### config.mk
export PLATFORM = sky130hd
export DESIGN_NAME = reg_bank_wr
export DESIGN_NICKNAME = d
export VERILOG_FILES = /design/src/rtl/reg_bank_wr.sv
export SDC_FILE = /design/constraint.sdc
export NUM_CORES = 2
export LEC_CHECK = 0
export ABC_AREA = 1
export BUFFER_PORTS_ARGS = -buffer_cell sky130_fd_sc_hd__buf_2
export CELL_PAD_IN_SITES_DETAIL_PLACEMENT = 0
export CELL_PAD_IN_SITES_GLOBAL_PLACEMENT = 1
export CORE_MARGIN = 1
export CORE_UTILIZATION = 46
export CTS_CLUSTER_DIAMETER = 120
export DETAILED_ROUTE_END_ITERATION = 16
export PLACE_DENSITY = 0.79
export SLEW_MARGIN = 20
export SYNTH_ARGS = -nofsm -noshare
export SYNTH_HDL_FRONTEND = slang
export SYNTH_SLANG_ARGS = --single-unit
### constraint.sdc
create_clock -name clk -period 1.8 [get_ports clk]
set_clock_uncertainty 0.05 [all_clocks]
set_input_delay 0.27 -clock clk [delete_from_list [all_inputs] [get_ports clk]]
set_output_delay 0.27 -clock clk [all_outputs]
set_load 0.01 [all_outputs]
### src/rtl/reg_bank_wr.sv
// reg_bank_wr: 32 x DATA_W register bank, two async read ports, one sync write.
// Optional same-cycle write forwarding when REG_BANK_BYPASS_EN is defined.
//
// Ports:
//   clk          rising-edge clock
//   reset        asynchronous active-low reset
//   reg_write    write enable
//   write_reg    destination index (rt, rd, 29 or 31 from the write mux)
//   write_data   value stored verbatim
//   read_reg1/2  read indices (rs, rt)
//   read_data1/2 combinational read data; index 0 always reads 0
//   sp_out       contents of register SP_IDX
//   wr_ra_pulse  one-cycle pulse after each committed write to RA_IDX
//
// Macro REG_BANK_BYPASS_EN: reads (and sp_out) see write_data in the
// same cycle as a matching write. Undefined: old value until the edge.

module reg_bank_wr #(
    parameter int DATA_W  = 32,
    parameter int SP_IDX  = 29,
    parameter int SP_INIT = 227,
    parameter int RA_IDX  = 31
) (
    input  logic              clk,
    input  logic              reset,
    input  logic              reg_write,
    input  logic [4:0]        write_reg,
    input  logic [DATA_W-1:0] write_data,
    input  logic [4:0]        read_reg1,
    input  logic [4:0]        read_reg2,
    output logic [DATA_W-1:0] read_data1,
    output logic [DATA_W-1:0] read_data2,
    output logic [DATA_W-1:0] sp_out,
    output logic              wr_ra_pulse
);

    localparam logic [4:0] SP = 5'(SP_IDX);
    localparam logic [4:0] RA = 5'(RA_IDX);

    logic [DATA_W-1:0] mem [32];
    logic              wen;
    logic              hit1;
    logic              hit2;
    logic              hitsp;

    // Writes to index 0 never commit, so the zero register stays clean.
    assign wen = reg_write && (write_reg != 5'd0);

    always_ff @(posedge clk or negedge reset) begin
        if (!reset) begin
            for (int i = 0; i < 32; i++) begin
                mem[i] <= (i == SP_IDX) ? DATA_W'(SP_INIT) : '0;
            end
            wr_ra_pulse <= 1'b0;
        end else begin
            if (wen) begin
                mem[write_reg] <= write_data;
            end
            wr_ra_pulse <= wen && (write_reg == RA);
        end
    end

`ifdef REG_BANK_BYPASS_EN
    assign hit1  = wen && (read_reg1 == write_reg);
    assign hit2  = wen && (read_reg2 == write_reg);
    assign hitsp = wen && (write_reg == SP);
`else
    assign hit1  = 1'b0;
    assign hit2  = 1'b0;
    assign hitsp = 1'b0;
`endif

    // Index 0 check comes first so forwarding can never leak into r0.
    assign read_data1 = (read_reg1 == 5'd0) ? '0 :
                        hit1 ? write_data : mem[read_reg1];
    assign read_data2 = (read_reg2 == 5'd0) ? '0 :
                        hit2 ? write_data : mem[read_reg2];
    assign sp_out     = hitsp ? write_data : mem[SP];

endmodule
## Word level (Yosys, flattened, before mapping)

Cells that the tools add are included.

- Flip-flop bits (word level): 1,025
- Bits in latches: 0
- Bits in writable memories: 0
- Memory bits (read-only): 0
- Input port bits: 50
- Output and inout bits: 97
- Word-level logic and storage cells: 58
- Memories: 0

- Add/subtract/negate cells: 0
- $mul: 0
- Div/mod/pow operators: 0
- $lt $le $gt $ge: 4
- Eq/ne operators: 1
- Shift-type cells: 0
- Multiplexer cells: 11
- Bitwise logic cells: 3
- Reductions and logical operators: 6

Operator list:

| operator | number |
|---|---|
| $bwmux 1024 | 1 |
| $bmux 32 s5 | 2 |
| $mux 32 | 7 |
| $demux 32 s5 | 1 |
| $ge 6x6->1 const B | 3 |
| $not 5->6 | 3 |
| $logic_not 5->1 | 2 |
| $lt 6x1->1 const B | 1 |
| $eq 5x5->1 const B | 1 |
| $reduce_bool 5->1 | 1 |
| $logic_and 1x1->1 | 3 |

## Longest topological paths before layout

- Depth after elaboration: 6
- Mapped depth: 12
- Depth with buffers taken out: 9

## Worst setup path after synthesis

Ideal clock, no wire load.

- Path kind: input to output
- From: input port read_reg2[0]
- To: output port read_data2[30]
- Data arrival time: 1,550 ps
- Required time: 1,480 ps
- Setup slack: -70 ps
- Cell stages on the path: 12
- Path buffers: 3
- Cell sequence: buf_2 > inv_2 > buf_2 > clkbuf_1 > nand2_1 > nand3_1 > nand3_1 > nand2_1 > nand2_1 > nand3_1 > nand2_1 > nor2_1

- Longest elaborated chain between the ends: 5
- Elaborated cells between the ends (all ways): 6
- Those cells by class: mux (4); bitwise (1); reduce/logical (1)

RTL lines:

| element | line | text |
|---|---|---|
| start: declaration | 30 | `input logic [4:0] read_reg2,` |
| $not 5->6 (implied by the code) | 77 | `hit2 ? write_data : mem[read_reg2];` |
| $bmux 32 s5 | 77 |  |
| $mux 32 (implied by the code) (2 in a row) | 77 |  |
| $mux 32 * | 76 | `assign read_data2 = (read_reg2 == 5'd0) ? '0 :` |
| end: declaration | 32 | `output logic [DATA_W-1:0] read_data2,` |

Every way passes the cells marked *; elsewhere a longest branch is shown, timed or not. The select of a mux whose other input is x is not followed.

## Worst setup path after layout

- From: register mem (netlist bit sp_out[6])
- To: output port read_data1[6]

- Longest elaborated chain between the ends: 4

RTL lines:

| element | line | text |
|---|---|---|
| start: declaration | 40 | `logic [DATA_W-1:0] mem [32];` |
| start signal: indexed assignment | 52 | `mem[i] <= (i == SP_IDX) ? DATA_W'(SP_INIT) : '0;` |
| start signal: indexed assignment | 57 | `mem[write_reg] <= write_data;` |
| $bmux 32 s5 | 75 | `hit1 ? write_data : mem[read_reg1];` |
| $mux 32 (implied by the code) (2 in a row) | 75 |  |
| $mux 32 | 74 | `assign read_data1 = (read_reg1 == 5'd0) ? '0 :` |
| end: declaration | 31 | `output logic [DATA_W-1:0] read_data1,` |

Every way passes these cells. The select of a mux whose other input is x is not followed.

==> metrics.csv <==
metric,value,unit
worst setup path category,reg2out,
vias per std cell,5.79,
Worst Hold End,mem[27],
max-cap viol count,0,
Non-Filler Instances,10300,
global-route wire length before repair,351000,um
Syn-to-layout area delta,25.9,%
Yosys reg bits,1025,
number of port buffers,146,
IO Pins,147,
worst min path class,in2reg,
HPWL Detailed,149000,um
latest clock arrival within the worst-skew pair,0.75,ns
GR peak layer,met2,
RSZ-0062 raised after global routing,true,
Worst VDD drop,807,uV
Max Freq,398,MHz
"Seq/Total Area, Yosys",0.452,
Mapped Avg Cell Area,6.81,um2
largest area contributor in the netlist,dfrtp_1,
htree depth,3,
CP peak stage delay,0.61,ns
GR met2 Demand/Resource,0.575,
met1 Track Usage GR,0.492,
Cell Pwr Density,1030,mW/mm2
placed instance count,9939,
Post-synth EDFFs,0,
GRT Overall Usage,0.366,
Worst Hold Launch,write_data[27],
Sink Count,1025,
Post-Syn Area,0.0568,mm2
Die H,353,um
synth top area cells,"dfrtp_1 45%, nand2_1 22%, nand3_1 12%",
Core ar.,0.122,mm2
WL final,233000,um
r2r setup slk,0.74,ns
"Primary FF master, synth",dfrtp_1,
clk root buf,clkbuf_16,
GRT overflow,0,
Final Slew Violations,0,
number of antenna violations at the first check in global routing,1,
CP required,1.48,ns
DRC viols,0,
Leakage,33.7,nW
Synth warnings,0,
Syn Inst Count,8341,
Initial Util,0.465,
reg2reg end,sp_out[0],
ANT cells,0,
post-route clock period utilization,1.40,
crit path DAT,2.19,ns
RR Startpoint,sp_out[0],
startpoint types,flop,
total CTS buffers,118,
slowest cell on the critical path,dfstp_2,
DR vias,59500,
GR Util met3,0.0587,
Setup crit end kind,output pin,
CP top delay family,simple AND/OR/NAND/NOR gates,
post-synth net total,8391,
ANT nets after route,0,
# rows,128,
failing checks,negative setup slack,
"Reg clk slew, reported paths",0.06,ns
Hold Path Cell Cnt,4,
Nets,8611,
crit-path cells,nand2_2 > nand3_2 > nand3_2 > nand2_2 > nand2_1 > nand3_1 > nand2_1 > nor2_2 > buf_2,
Worst-Margin Slew,0.582,ns
setup_tns,-36.37,ns
Buffers & Inverters on Critical Path,1,
ys async rst share,1.00,
final worst slack,-0.713,ns
pin count of the biggest net entering global routing,83,
Final Critical Period,2.51,ns
vias in the first global route,56000,
worst hold slack,0.0406,ns
Max-slew headroom,0.612,
area of the die,0.125,mm2
status,"finished, violations left",
R2R depth,4,
gpl congestion,0.934,
Synth cell types,22,
WL per Instance,22.6,um
total power,73.3,mW
die width,353,um
Hold Fails Final Rpt,0,
Crit Path Max Fanout,3,
clock tree from TritonCTS,done,
pre-CTS setup slack,-0.706,ns
drt pass-1 iters,6,
layout cells sized above 1,0.182,
count of final setup violators,77,
share of the synthesized area in the top cell type,0.450,
clk buf depth,3,
DR iter-0 viols,6591,
[cell usage after synthesis, types with 3 or more instances]
cell type	instances
nor2_4	6
clkbuf_1	544
nor3_2	4
buf_2	104
inv_1	67
dfrtp_1	1020
o21ai_1	131
nor3_1	4
a21oi_1	316
inv_2	16
nand3_1	1379
nand2_1	3291
o21ai_0	777
nand2_2	8
buf_1	100
nor2_1	522
dfstp_2	5
buf_4	41
nor2_2	3
[final cells by class]
type | count | area [um2]
Clock inverter | 36 | 408
Clock buffer | 180 | 3530
Tap cell | 1625 | 2030
Timing Repair Buffer | 889 | 9810
Fill cell | 11400 | 50600
Sequential cell | 1025 | 25700
Multi-Input combinational cell | 6443 | 29700
Inverter | 84 | 360
[power by group]
group / switching [mW] / leakage (nW) / internal (mW)
combinational: 9.94 / 18.7 / 7.43
sequential: 3.65 / 13.1 / 27.5
clock: 10.2 / 1.95 / 14.5
[worst max-delay path by stage]
stage | cells past startpoint | slack (ns) | endpoint | start
floorplan | 11 | -0.004 | read_data1[14] | read_reg1[0]
global placement | 13 | -0.72 | read_data1[18] | read_reg1[0]
detailed placement | 12 | -0.71 | read_data1[18] | read_reg1[0]
CTS | 10 | -0.75 | read_data2[6] | sp_out[6]
global route | 10 | -0.82 | read_data1[0] | sp_out[0]
finish | 9 | -0.71 | read_data1[6] | sp_out[6]
[stage by stage]
| step | area (um2) | util |
|---|---|---|
| floorplan | 56900 | - |
| global placement | 63900 | 0.524 |
| detailed placement | 63900 | 0.524 |
| CTS | 69700 | 0.571 |
| global route | 71500 | 0.586 |
| finish | 71500 | 0.586 |
[routing by layer]
metal  vias up  wire length (um)
met3       615             19900
met2      2894            105000
li1      27500                 -
met1     28400             95200
met5         -                12
met4         2             12100
[cells by family (layout without fill, tap and decap cells)]
group,count (synthesis),after routing,synth area share
compound gates,1224,1224,0.108
simple gates,5219,5219,0.378
flops,1025,1025,0.452
buf+inv,873,1189,0.0627
[tightest hold or removal path: stages]
cell     delay [ns]
buf_2          0.08
inv_1          0.03
buf_4          0.23
o21ai_1        0.17
[state kept, by name (all words and copies together), names as in the netlist]
register and count:
mem 992, wr_ra_pulse 1, sp_out 32
[timing repair]
| item | 4_1_cts | 5_1_grt |
|---|---|---|
| endpoints found under the setup margin | 76 | 78 |
| buffers inserted | 41 | 91 |
| pin swaps | 347 | 344 |
| hold endpoints to repair | 1245 | 0 |
| hold buffers | 26 | 0 |
| cloned | 0 | 0 |
| gates resized for setup | 391 | 343 |
[layout by cell type (no fill, tap or decap), types with 2 or more instances in the layout]
cell type,synthesis,final
inv_4,0,2
buf_8,0,6
clkbuf_16,0,119
nand2_4,0,12
buf_2,104,76
dfrtp_1,1020,1012
nand3_1,1379,1236
nor3_2,4,4
nor3_1,4,4
o21ai_1,131,195
inv_1,67,63
clkinv_2,0,20
buf_12,0,226
inv_8,0,4
nor2_1,522,383
inv_2,16,13
o21ai_0,777,713
clkbuf_1,544,29
buf_4,41,455
dlygate4sd3_1,0,26
a21oi_2,0,21
nand3_4,0,10
dfrtp_2,0,8
nand2_1,3291,3128
dfstp_2,5,5
bufinv_16,0,8
nand2_2,8,159
buf_6,0,99
a21oi_1,316,292
clkbuf_8,0,32
a21oi_4,0,3
nand3_2,1,134
inv_6,0,7
clkinvlp_4,0,2
nor2_2,3,67
nor2_4,6,81
No activity file was read; power rests on OpenSTA's default activity.
